==> config.mk <==
export PLATFORM = sky130hd
export DESIGN_NAME = sgdmac_dispatcher
export DESIGN_NICKNAME = d
export VERILOG_FILES = /design/src/rtl/sgdmac_pkg.sv /design/src/rtl/sgdmac_stream_fifo.sv /design/src/rtl/sgdmac_dispatcher.sv
export SDC_FILE = /design/constraint.sdc
export NUM_CORES = 1
export LEC_CHECK = 0
export BUFFER_PORTS_ARGS = -buffer_cell sky130_fd_sc_hd__buf_2
export CORE_AREA = 2 2 141 143
export DETAILED_ROUTE_END_ITERATION = 10
export DIE_AREA = 0 0 143 145
export PLACE_DENSITY = 0.6
export SLEW_MARGIN = 10
export SYNTH_ARGS = -nofsm -noshare
export SYNTH_HDL_FRONTEND = slang
export SYNTH_SLANG_ARGS = --single-unit
export TNS_END_PERCENT = 1
==> constraint.sdc <==
create_clock -name clk -period 9.2 [get_ports clk]
set_input_delay 0.92 -clock clk [delete_from_list [all_inputs] [get_ports clk]]
set_output_delay 0.92 -clock clk [all_outputs]
set_load 0.1 [all_outputs]
==> src/rtl/sgdmac_pkg.sv <==
// Shared SGDMAC definitions: channel tags, dispatcher states and the beat record
// used on the read-return path.
package sgdmac_pkg;

  localparam logic CH_DESC = 1'b0;
  localparam logic CH_DATA = 1'b1;

  localparam int BEAT_DATA_W = 32;

  typedef enum logic [1:0] {
    IDLE,
    BURST_DESC,
    BURST_DATA
  } state_t;

  typedef struct packed {
    logic                   last;
    logic [BEAT_DATA_W-1:0] data;
  } beat_t;

endpackage

==> src/rtl/sgdmac_stream_fifo.sv <==
// Small registered FIFO feeding one dispatcher sink; no write-to-read bypass, so a
// pushed beat shows up at the head one cycle later at the earliest.
module sgdmac_stream_fifo #(
  parameter int DATA_SIZE  = 32,
  parameter int FIFO_DEPTH = 2
) (
  input  logic                          clk,
  input  logic                          rst_n,
  input  logic                          push,
  input  logic                          push_last,
  input  logic [DATA_SIZE-1:0]          push_data,
  output logic                          full,
  input  logic                          pop,
  output logic                          empty,
  output logic [$clog2(FIFO_DEPTH):0]   count,
  output logic                          head_last,
  output logic [DATA_SIZE-1:0]          head_data
);

  localparam int AW = $clog2(FIFO_DEPTH);
  localparam int CW = AW + 1;

  logic [DATA_SIZE:0] mem [FIFO_DEPTH];
  logic [AW-1:0]      wr_ptr, rd_ptr;

  // Storage is cleared too so the sink data pins never carry X out of reset.
  always_ff @(posedge clk) begin
    if (!rst_n) begin
      wr_ptr <= '0;
      rd_ptr <= '0;
      count  <= '0;
      for (int i = 0; i < FIFO_DEPTH; i++) mem[i] <= '0;
    end else begin
      if (push) begin
        mem[wr_ptr] <= {push_last, push_data};
        wr_ptr      <= wr_ptr + AW'(1);
      end
      if (pop) rd_ptr <= rd_ptr + AW'(1);
      case ({push, pop})
        2'b10:   count <= count + CW'(1);
        2'b01:   count <= count - CW'(1);
        default: count <= count;
      endcase
    end
  end

  assign full      = (count == CW'(FIFO_DEPTH));
  assign empty     = (count == '0);
  assign head_last = mem[rd_ptr][DATA_SIZE];
  assign head_data = mem[rd_ptr][DATA_SIZE-1:0];

endmodule

==> src/rtl/sgdmac_dispatcher.sv <==
// Routes tagged read-return bursts to the descriptor fetcher or the data writer,
// locking the channel from the first beat until the last beat is accepted.
module sgdmac_dispatcher
  import sgdmac_pkg::*;
#(
  parameter int DATA_SIZE  = 32,
  parameter int FIFO_DEPTH = 2
) (
  input  logic                 clk,
  input  logic                 rst_n,
  input  logic                 src_valid_i,
  output logic                 src_ready_o,
  input  logic [DATA_SIZE-1:0] src_data_i,
  input  logic                 src_id_i,
  input  logic                 src_last_i,
  output logic                 desc_valid_o,
  input  logic                 desc_ready_i,
  output logic [DATA_SIZE-1:0] desc_data_o,
  output logic                 desc_last_o,
  output logic                 data_valid_o,
  input  logic                 data_ready_i,
  output logic [DATA_SIZE-1:0] data_data_o,
  output logic                 data_last_o,
  output logic                 busy_o,
  output logic                 id_err_o
);

  localparam int CW = $clog2(FIFO_DEPTH) + 1;

  state_t         state, state_nxt;
  logic           sel, acc;
  logic           full_desc, full_data, empty_desc, empty_data;
  logic [CW-1:0]  cnt_desc, cnt_data;

  always_comb begin
    sel = src_id_i;
    case (state)
      BURST_DESC: sel = CH_DESC;
      BURST_DATA: sel = CH_DATA;
      default:    sel = src_id_i;
    endcase
  end

  // Ready looks only at the selected FIFO, so a stalled sink blocks the source
  // only while the source is aimed at it.
  assign src_ready_o = rst_n & ~((sel == CH_DATA) ? full_data : full_desc);
  assign acc         = src_valid_i & src_ready_o;

  always_comb begin
    state_nxt = state;
    case (state)
      IDLE:       if (acc && !src_last_i) state_nxt = (sel == CH_DATA) ? BURST_DATA : BURST_DESC;
      BURST_DESC,
      BURST_DATA: if (acc && src_last_i)  state_nxt = IDLE;
      default:    state_nxt = IDLE;
    endcase
  end

  always_ff @(posedge clk) begin
    if (!rst_n) state <= IDLE;
    else        state <= state_nxt;
  end

  // Mismatched tag mid-burst is flagged but the beat still follows the lock.
  always_ff @(posedge clk) begin
    if (!rst_n)                                         id_err_o <= 1'b0;
    else if (acc && state != IDLE && src_id_i != sel)   id_err_o <= 1'b1;
  end

  sgdmac_stream_fifo #(.DATA_SIZE(DATA_SIZE), .FIFO_DEPTH(FIFO_DEPTH)) u_fifo_desc (
    .clk       (clk),
    .rst_n     (rst_n),
    .push      (acc && sel == CH_DESC),
    .push_last (src_last_i),
    .push_data (src_data_i),
    .full      (full_desc),
    .pop       (desc_valid_o & desc_ready_i),
    .empty     (empty_desc),
    .count     (cnt_desc),
    .head_last (desc_last_o),
    .head_data (desc_data_o)
  );

  sgdmac_stream_fifo #(.DATA_SIZE(DATA_SIZE), .FIFO_DEPTH(FIFO_DEPTH)) u_fifo_data (
    .clk       (clk),
    .rst_n     (rst_n),
    .push      (acc && sel == CH_DATA),
    .push_last (src_last_i),
    .push_data (src_data_i),
    .full      (full_data),
    .pop       (data_valid_o & data_ready_i),
    .empty     (empty_data),
    .count     (cnt_data),
    .head_last (data_last_o),
    .head_data (data_data_o)
  );

  assign desc_valid_o = ~empty_desc;
  assign data_valid_o = ~empty_data;
  assign busy_o       = (state != IDLE) | (cnt_desc != '0) | (cnt_data != '0);

endmodule

# ---- Yosys cells after proc, flatten, opt, wreduce, memory -nomap -nowiden
# Memories as Yosys holds them, arrays and structs flattened. A register that Yosys moved wholly into a read port is not among the register bits.
# Index checks and enable logic that the tools add are counted.
dict set report op_classes {
  addsub 8
  n_eq_ne 11
  n_mux 25
  n_bitwise 10
  n_reduce_logical 19
}
# op count
set op_table {}
lappend op_table {{$mux 33} 2}
lappend op_table {{$reduce_or 33->1} 2}
lappend op_table {{$mux 1} 16}
lappend op_table {{$pmux 2 s2} 3}
lappend op_table {{$eq 2x2->1 const B} 5}
lappend op_table {{$reduce_bool 2->1} 5}
lappend op_table {{$eq 2x1->1 const B} 3}
lappend op_table {{$logic_and 1x1->1} 6}
lappend op_table {{$logic_not 2->1} 3}
lappend op_table {{$mux 2} 3}
lappend op_table {{$add 1x1->1 const B} 4}
lappend op_table {{$add 2x1->2 const B} 2}
lappend op_table {{$and 1x1->1} 4}
lappend op_table {{$ne 2x2->1 const B} 2}
lappend op_table {{$not 1->1} 4}
lappend op_table {{$sub 2x1->2 const B} 2}
lappend op_table {{$or 1x1->1} 2}
lappend op_table {{$pmux 1 s2} 1}
lappend op_table {{$reduce_and 2->1} 1}
lappend op_table {{$reduce_or 2->1} 1}
lappend op_table {{$logic_not 1->1} 1}
lappend op_table {{$ne 1x1->1} 1}
dict set report totals {
  ff_bits 11
  n_memories 2
  ramBits 132
  input_bits 39
  word_cells 83
  out_inout_bits 71
}
# name words width read_ports rd_clocked_by_memory_dff wr line
set memory_table {}
lappend memory_table {u_fifo_data.mem 2 33 1 1 2 sgdmac_stream_fifo.sv:23} ;# logic [DATA_SIZE:0] mem [FIFO_DEPTH];
lappend memory_table {u_fifo_desc.mem 2 33 1 1 2 sgdmac_stream_fifo.sv:23}

# ---- Depth between registers and ports, before layout
# Gate-level depths: netlist of the first run.
dict set report depth {
  depth_word 12
  ltp_mapped 11
  ltp_nobuf 10
}

# ---- Hierarchy
# From an unflattened synthesis of the first run, not the netlist that was laid out.
dict set report unflattened {
  cells_unflattened 511
  hier_area_um2 6319.8
}
# module n_inst area_each_um2 cells_each seq_area_each_um2
set by_module_without_submodules {}
lappend by_module_without_submodules {sgdmac_stream_fifo 2 3012.9 237 2082.0}
lappend by_module_without_submodules {sgdmac_dispatcher 1 294.0 37 60.1}

# ---- Worst setup path before layout of the first run
# No wires, ideal clock.
dict set report synth_timing {
  path_type {register to register}
  start {reg state[0]}
  end {mem u_fifo_data.mem[0][0] in the netlist's numbering, enable pin}
  t_arrival_ns 3.982
  n_path_buf 1
  required_time_ns 8.731
  setup_ns 0.469
  stages_incl_launch_ff 8
  synth_period_minus_slack_ns 4.451
  slack_ns 4.749
  path_cell_list {dfxtp_1 > inv_1 > ha_1 > buf_6 > mux2i_4 > mux2i_4 > a211o_2 > o21ai_0}
}
# item line
set synth_lines {}
lappend synth_lines {{start, declared} sgdmac_dispatcher.sv:30} ;# state_t state, state_nxt;
lappend synth_lines {{start signal, assigned} sgdmac_dispatcher.sv:61} ;# else state <= state_nxt;
lappend synth_lines {{end, declared} sgdmac_stream_fifo.sv:23}

# ---- Worst setup path after layout of the first run
dict set report layout_timing {
  start {reg state[0]}
  end {out src_ready_o}
}
dict set report layout_via {
  elab_chain_cells 5
  word_cells_on_any_way 6
  cone_classes {2 x eq/ne; 2 x mux; 2 x bitwise}
}
# item line
set layout_rtl {}
lappend layout_rtl {{$eq 2x2->1 or $eq 2x1->1 (tied branches)} sgdmac_dispatcher.sv:37} ;# case (state)
lappend layout_rtl {{$pmux 1 s2 (*)} sgdmac_dispatcher.sv:37}
lappend layout_rtl {{$mux 1 (*)} sgdmac_dispatcher.sv:46} ;# assign src_ready_o = rst_n & ~((sel == CH_DATA) ? full_data : full_desc);
lappend layout_rtl {{$not 1->1 (*)} sgdmac_dispatcher.sv:46}
lappend layout_rtl {{$and 1x1->1 (*)} sgdmac_dispatcher.sv:46}
lappend layout_rtl {{end, declared} sgdmac_dispatcher.sv:12} ;# output logic src_ready_o,
# Mark *: on every way between the ends. The rest lies on a longest branch, timed or not.

==> results by group, run 1 <==
Critical path
  • Reg-to-reg slack, setup: 5960 ps
  • Critical Path Sink Type: primary output
  • Worst reg2reg path depth: 6
  • Critical R2R Launch: state[0]$_SDFFE_PN0P_
  • Sequence of cells on the critical path: inv_1 -> ha_1 -> mux2i_4 -> mux2_2 -> nand2_1 -> and2_1 -> buf_2
  • Critical path's largest stage delay: 530 ps
  • Critical path arrival: 2950 ps
  • Startpoint types: flip-flop
  • Critical Path RT: 8280 ps
  • Critical path type: flip-flop to primary output
  • Crit path to: src_ready_o
  • Worst Setup SP: state[0]$_SDFFE_PN0P_
  • RR Endpoint: u_fifo_data.mem[1][18]$_SDFFCE_PN0P_
  • Max Fanout on Critical Path: 9
  • Slowest CP cell: ha_1

Synthesis
  • Post-synth EDFFs: 132
  • Unique masters post-synth: 36
  • Mapped Avg Cell Area: 14.8 µm²
  • Async SR Flop Fraction: 0
  • Mapped Area: 6610 µm²
  • Syn Nets: 490
  • Top cell type's share of synthesized area: 0.600
  • Synth top area cells: edfxtp_1 60%, mux2_2 11%, and2_1 7.5%, and2_2 6.7%, dfxtp_1 3.9%
  • Top_reg_cell synth: edfxtp_1
  • Post-synth top area cell: edfxtp_1
  • FF+latch count, synth: 145
  • Cell count after synthesis: 446
  • Post-synthesis sequential area ratio: 0.639
  • Synth Warn #: 0

Placement
  • Placed cell areas: 7460 µm²
  • DP HPWL: 8720 µm
  • GPL Wtd Cong: 0.816
  • Buffers on Ports: 109
  • Dpl cells: 801

Timing
  • Final setup vio count: 0
  • Min Hold Slack: 510 ps
  • Minimum clock period: 3870 ps
  • Clk_skew: 9.82 ps
  • Fmax: 0.258 GHz
  • Fin. Hold Viols: 0
  • Pins Over Slew Limit: 0
  • RSZ-0062 raised after global routing: false
  • Final Cycle Share: 0.421
  • Slew HR: 0.230
  • Setup TNS: 0 ps
  • Least-Margin Pin Slew: 1150 ps

Power and ir drop
  • PwrDens: 265 nW/µm²
  • NetSw: 811 µW
  • Switching portion of total power: 0.382
  • Logic pwr share: 0.307
  • P_int: 1.31 mW
  • Clk network pwr share: 0.308
  • Leakage power: 3.15 nW
  • Flop pwr share: 0.385
  • IR drop worst, VDD: 0.153 mV

Routing
  • Initial DRC count: 182
  • DR DRC count: 0
  • Drt first pass iters: 6
  • DR vias: 3775
  • Vias/cell: 4.53
  • DR WL/cell: 16.8 µm
  • DRT antenna net count: 0
  • Post-Route WL: 14000 µm

Global route
  • Initial antenna violation count: 0
  • First-pass GRT wire length: 22100 µm
  • Vias in the first global route: 4053
  • Tot GR Track Use: 0.143
  • Largest net degree at the start of global routing: 34
  • Overflow after GRT: 0

Die
  • DIE WIDTH: 143 µm
  • Die area: 20700 µm²
  • Initial core utilization: 0.344
  • Cell row count: 51
  • Core Box Area: 19200 µm²
  • # IOs: 110
  • Die Height: 145 µm

Layout
  • Fin util: 0.417
  • Synthesis-to-finish area growth: 21.2%
  • Ant diodes: 0
  • Final non-filler cell total: 833
  • Nets: 599
  • Layout cells sized above 1: 0.495
  • Design Area, Final: 8010 µm²

CTS
  • Clk pin slew, worst setup/hold paths: 60 ps
  • Clock Path Buffers: 2
  • TritonCTS clock tree: built
  • CTS H-Tree Depth: 4
  • Post-CTS Hold Buffers: 0
  • # resized after CTS: 0
  • Setup Fix Bufs, Post-CTS: 0
  • Clock latency on the worst-skew pair: 420 ps
  • Clock root buffer: clkbuf_16
  • CTS Buf Count: 17
  • Clock sinks: 145

Hold path
  • Hold Crit Class: flip-flop to flip-flop

Run
  • Max-Cap Viols: 0

Run status
  • Outcome: finished, final reports clean
[metrics by stage]
step	power [mW]	setup slack [ps]
global placement	1.48	5820
detailed placement	1.49	5790
global route	2.19	5170
floorplan	1.38	4750
CTS	2.14	5310
finish	2.12	5330
[cells in the mapped netlist, drive strengths merged (3+ instances only)]
cell type / n
o21ai: 7
nand2b: 3
a21boi: 3
ha: 5
mux2: 67
a21oi: 3
dfxtp: 13
inv: 5
mux2i: 3
and2: 138
nand2: 5
nor2b: 6
edfxtp: 132
clkbuf: 22
xnor2: 8
[flip-flops by register name, indices dropped and copies added, names as in the netlist, named ones only]
signal / flops
u_fifo_data.wr_ptr: 1
state: 2
u_fifo_desc.count: 2
u_fifo_desc.rd_ptr: 1
u_fifo_desc.mem: 66
u_fifo_desc.wr_ptr: 1
u_fifo_data.mem: 66
u_fifo_data.count: 2
id_err_o: 1
u_fifo_data.rd_ptr: 1
[critical path: cells and delay by family (launching register included)]
kind	cells	cell delay, ps
adder cells (fa/ha/maj)	1	530
multiplexers	2	860
buffers and inverters	2	510
flip-flops	1	360
AND/OR/NAND/NOR	2	270
[cell usage in the layout, fill, tap and decap left out, types with 3 or more instances in the layout]
cell	n
clkbuf_16	17
buf_2	109
clkinv_2	4
nor2b_1	6
o21ai_0	5
xnor2_1	8
a21boi_0	3
edfxtp_1	132
mux2i_4	3
mux2_2	67
inv_1	5
a21oi_1	3
nand2_1	5
dfxtp_1	11
clkbuf_1	7
ha_1	5
and2_1	79
and2_2	59
buf_4	4
[cell type report]
type	count	area (µm²)
fillers	1784	11200
flip-flops and latches	145	4230
multi-input cells	273	2310
repair buffers	113	576
clock buffers	25	465
well taps	265	332
clock inverters	7	87.6
inverters	5	18.8
[kinds of logic (layout without fill, tap and decap cells)]
logic type	Yosys count	after routing	synth area share
simple gates	167	167	0.168
flops	145	145	0.639
mux	70	70	0.124
buf+inv	28	150	0.0182
compound gates	23	23	0.0305
xor+xnor	8	8	0.0106
fa+ha+maj	5	5	0.00946
[worst min path at each step]
stage | from | endpoint | slack, ps | cells past startpoint
floorplan | state[0]$_SDFFE_PN0P_ | state[0]$_SDFFE_PN0P_ | 440 | 2
global placement | state[0]$_SDFFE_PN0P_ | state[0]$_SDFFE_PN0P_ | 460 | 2
detailed placement | id_err_o$_SDFFE_PN0P_ | id_err_o$_SDFFE_PN0P_ | 500 | 1
CTS | id_err_o$_SDFFE_PN0P_ | id_err_o$_SDFFE_PN0P_ | 510 | 1
global route | id_err_o$_SDFFE_PN0P_ | id_err_o$_SDFFE_PN0P_ | 550 | 1
finish | id_err_o$_SDFFE_PN0P_ | id_err_o$_SDFFE_PN0P_ | 510 | 1
[routing by layer]
metal  wire (µm)  track usage  vias to the layer above
met5           0            0                        -
met4         159       0.0455                        0
met3         741       0.0479                       16
met2        7170        0.239                       96
met1        5950        0.172                     1858
li1            -            -                     1805
[power groups by stage]
stage	registers (mW)	clock network [mW]	logic, mW
final	0.817	0.653	0.650
after global routing	0.825	0.694	0.675
after global placement	0.829	0	0.651
after CTS	0.819	0.668	0.657
after detailed placement	0.833	0	0.655
after floorplan	0.798	0	0.581
(Power assumes the default switching activity.)
==> run 2: changes to the inputs <==
ABC_AREA = 1   (was not set)
CORE_AREA = 2 2 137 139   (was 2 2 141 143)
DIE_AREA = 0 0 139 141   (was 0 0 143 145)
PLACE_DENSITY = 0.61   (was 0.6)
clock period = 3.6 ns   (was 9.2 ns; I/O delays follow)
==> results by group, run 2 <==
Run status
  • Outcome: finished, final reports clean

Routing
  • Initial DRC count: 292
  • DRT antenna net count: 0
  • DR DRC count: 0
  • DR vias: 3865
  • Drt first pass iters: 4
  • Vias/cell: 4.54
  • DR WL/cell: 16.2 µm
  • Post-Route WL: 13800 µm

Synthesis
  • Synth top area cells: edfxtp_1 63%, mux2_2 12%, nor2_1 8.1%, dfxtp_1 4.1%, inv_1 3.0%
  • Synth Warn #: 0
  • Mapped Area: 6280 µm²
  • Top cell type's share of synthesized area: 0.631
  • Syn Nets: 539
  • Post-synth top area cell: edfxtp_1
  • Post-synth EDFFs: 132
  • Top cells by count, synth: 136 x nor2_1, 132 x edfxtp_1, 66 x mux2_2
  • Top_reg_cell synth: edfxtp_1
  • FF+latch count, synth: 145
  • Cell count after synthesis: 495
  • Post-synthesis sequential area ratio: 0.673
  • Mapped Avg Cell Area: 12.7 µm²
  • Unique masters post-synth: 18
  • Top-count cell post-synth: nor2_1
  • Async SR Flop Fraction: 0

Hold path
  • Hold depth: 4
  • Hold Crit Class: input port to flip-flop

CTS
  • # resized after CTS: 0
  • Clock latency on the worst-skew pair: 420 ps
  • Clk pin slew, worst setup/hold paths: 60 ps
  • CTS H-Tree Depth: 4
  • Post-CTS Hold Buffers: 0
  • Clock root buffer: clkbuf_16
  • Clock Path Buffers: 2
  • Clock sinks: 145
  • Setup Fix Bufs, Post-CTS: 0
  • CTS Buf Count: 17
  • TritonCTS clock tree: built

Timing
  • Least-Margin Pin Slew: 869 ps
  • Minimum clock period: 2940 ps
  • Final Cycle Share: 0.816
  • Pins Over Slew Limit: 0
  • Setup TNS: 0 ps
  • Clk_skew: 9.65 ps
  • Fmax: 0.340 GHz
  • Final setup vio count: 0
  • Slew HR: 0.421
  • Fin. Hold Viols: 0
  • RSZ-0062 raised after global routing: false

Critical path
  • Critical path type: flip-flop to flip-flop
  • Critical Path RT: 3640 ps
  • Critical Path Sink Type: flip-flop
  • Critical path arrival: 2980 ps
  • Worst reg2reg path depth: 12
  • Startpoint types: flip-flop
  • Max Fanout on Critical Path: 34

Die
  • Core Box Area: 18300 µm²
  • Initial core utilization: 0.344
  • # IOs: 110
  • Cell row count: 50
  • DIE WIDTH: 139 µm
  • Die Height: 141 µm
  • Die area: 19600 µm²

Placement
  • Buffers on Ports: 109
  • DP HPWL: 9220 µm
  • GPL Wtd Cong: 0.873

Layout
  • Commonest non-fill, non-tap cells in the layout: 136 x nor2_1, 132 x edfxtp_1, 109 x buf_2, 66 x mux2_2, 51 x inv_1
  • Most common cell after layout, fill and taps aside: nor2_1
  • Layout cells sized above 1: 0.365
  • Ant diodes: 0
  • Top flop regs: u_fifo_data.mem (66), u_fifo_desc.mem (66)
  • Synthesis-to-finish area growth: 21.0%
  • Filler cells: 1735
  • Nets: 648

Global route
  • Tot GR Track Use: 0.144
  • Initial antenna violation count: 0
  • Overflow after GRT: 0
  • Largest net degree at the start of global routing: 36
  • Vias in the first global route: 4056
  • First-pass GRT wire length: 21400 µm

Run
  • Max-Cap Viols: 0
-- run 2: cell type report --
class / instances / area [µm²] / area share
flip-flops and latches: 145 / 4230 / 0.556
multi-input cells: 276 / 1700 / 0.224
repair buffers: 111 / 586 / 0.0771
clock buffers: 19 / 433 / 0.0570
well taps: 234 / 293 / 0.0385
inverters: 53 / 199 / 0.0262
clock inverters: 13 / 161 / 0.0212
-- run 2: metal layers --
metal	GRT usage	share of wire
met4	0.0463	0.011
met2	0.249	0.52
met5	0	0
met1	0.170	0.42
met3	0.0469	0.056
-- run 2: cell families (layout without fill, tap and decap cells) --
| logic type | count (synthesis) | in the layout | share of synthesized area |
|---|---|---|---|
| multiplexers | 66 | 66 | 0.118 |
| buffers and inverters | 74 | 196 | 0.0586 |
| adder cells (fa/ha/maj) | 5 | 5 | 0.00996 |
| AND/OR/NAND/NOR | 180 | 180 | 0.119 |
| AO/OA/AOI/OAI | 25 | 25 | 0.0217 |
| flip-flops | 145 | 145 | 0.673 |
-- run 2: final timing paths --
check                                   from                              endpoint  slack [ps]
max                    state[1]$_SDFFE_PN0P_  u_fifo_data.mem[1][21]$_SDFFCE_PN0P_         660
min                                 src_id_i                 id_err_o$_SDFFE_PN0P_         280
max reg2reg            state[1]$_SDFFE_PN0P_  u_fifo_data.mem[1][21]$_SDFFCE_PN0P_         660
min reg2reg  u_fifo_data.rd_ptr$_SDFFE_PN0P_                             flip-flop         450
-- run 2: worst max-delay path, stage by stage, from the launching register on --
cell,delay [ps]
dfxtp_1,370
inv_1,60
ha_1,360
inv_2,60
nand2_2,80
nand2_2,70
nand2_2,60
nand2_2,70
a21oi_4,150
nand2_2,110
nor2_4,150
nand2_4,260
nand2_2,730
-- run 2: stage by stage --
step,instance area [µm²],utilization,hold slack [ps],setup slack (ps),cells
floorplan,6280,-,425,257,495
global placement,7000,0.383,433,749,819
detailed placement,7000,0.383,439,627,819
CTS,7600,0.416,272,606,851
global route,7600,0.416,285,412,851
finish,7600,0.416,280,661,851
Power of run 2 is not shown: default switching activity piles up to over one toggle a cycle in this logic, so the estimate is an artifact.
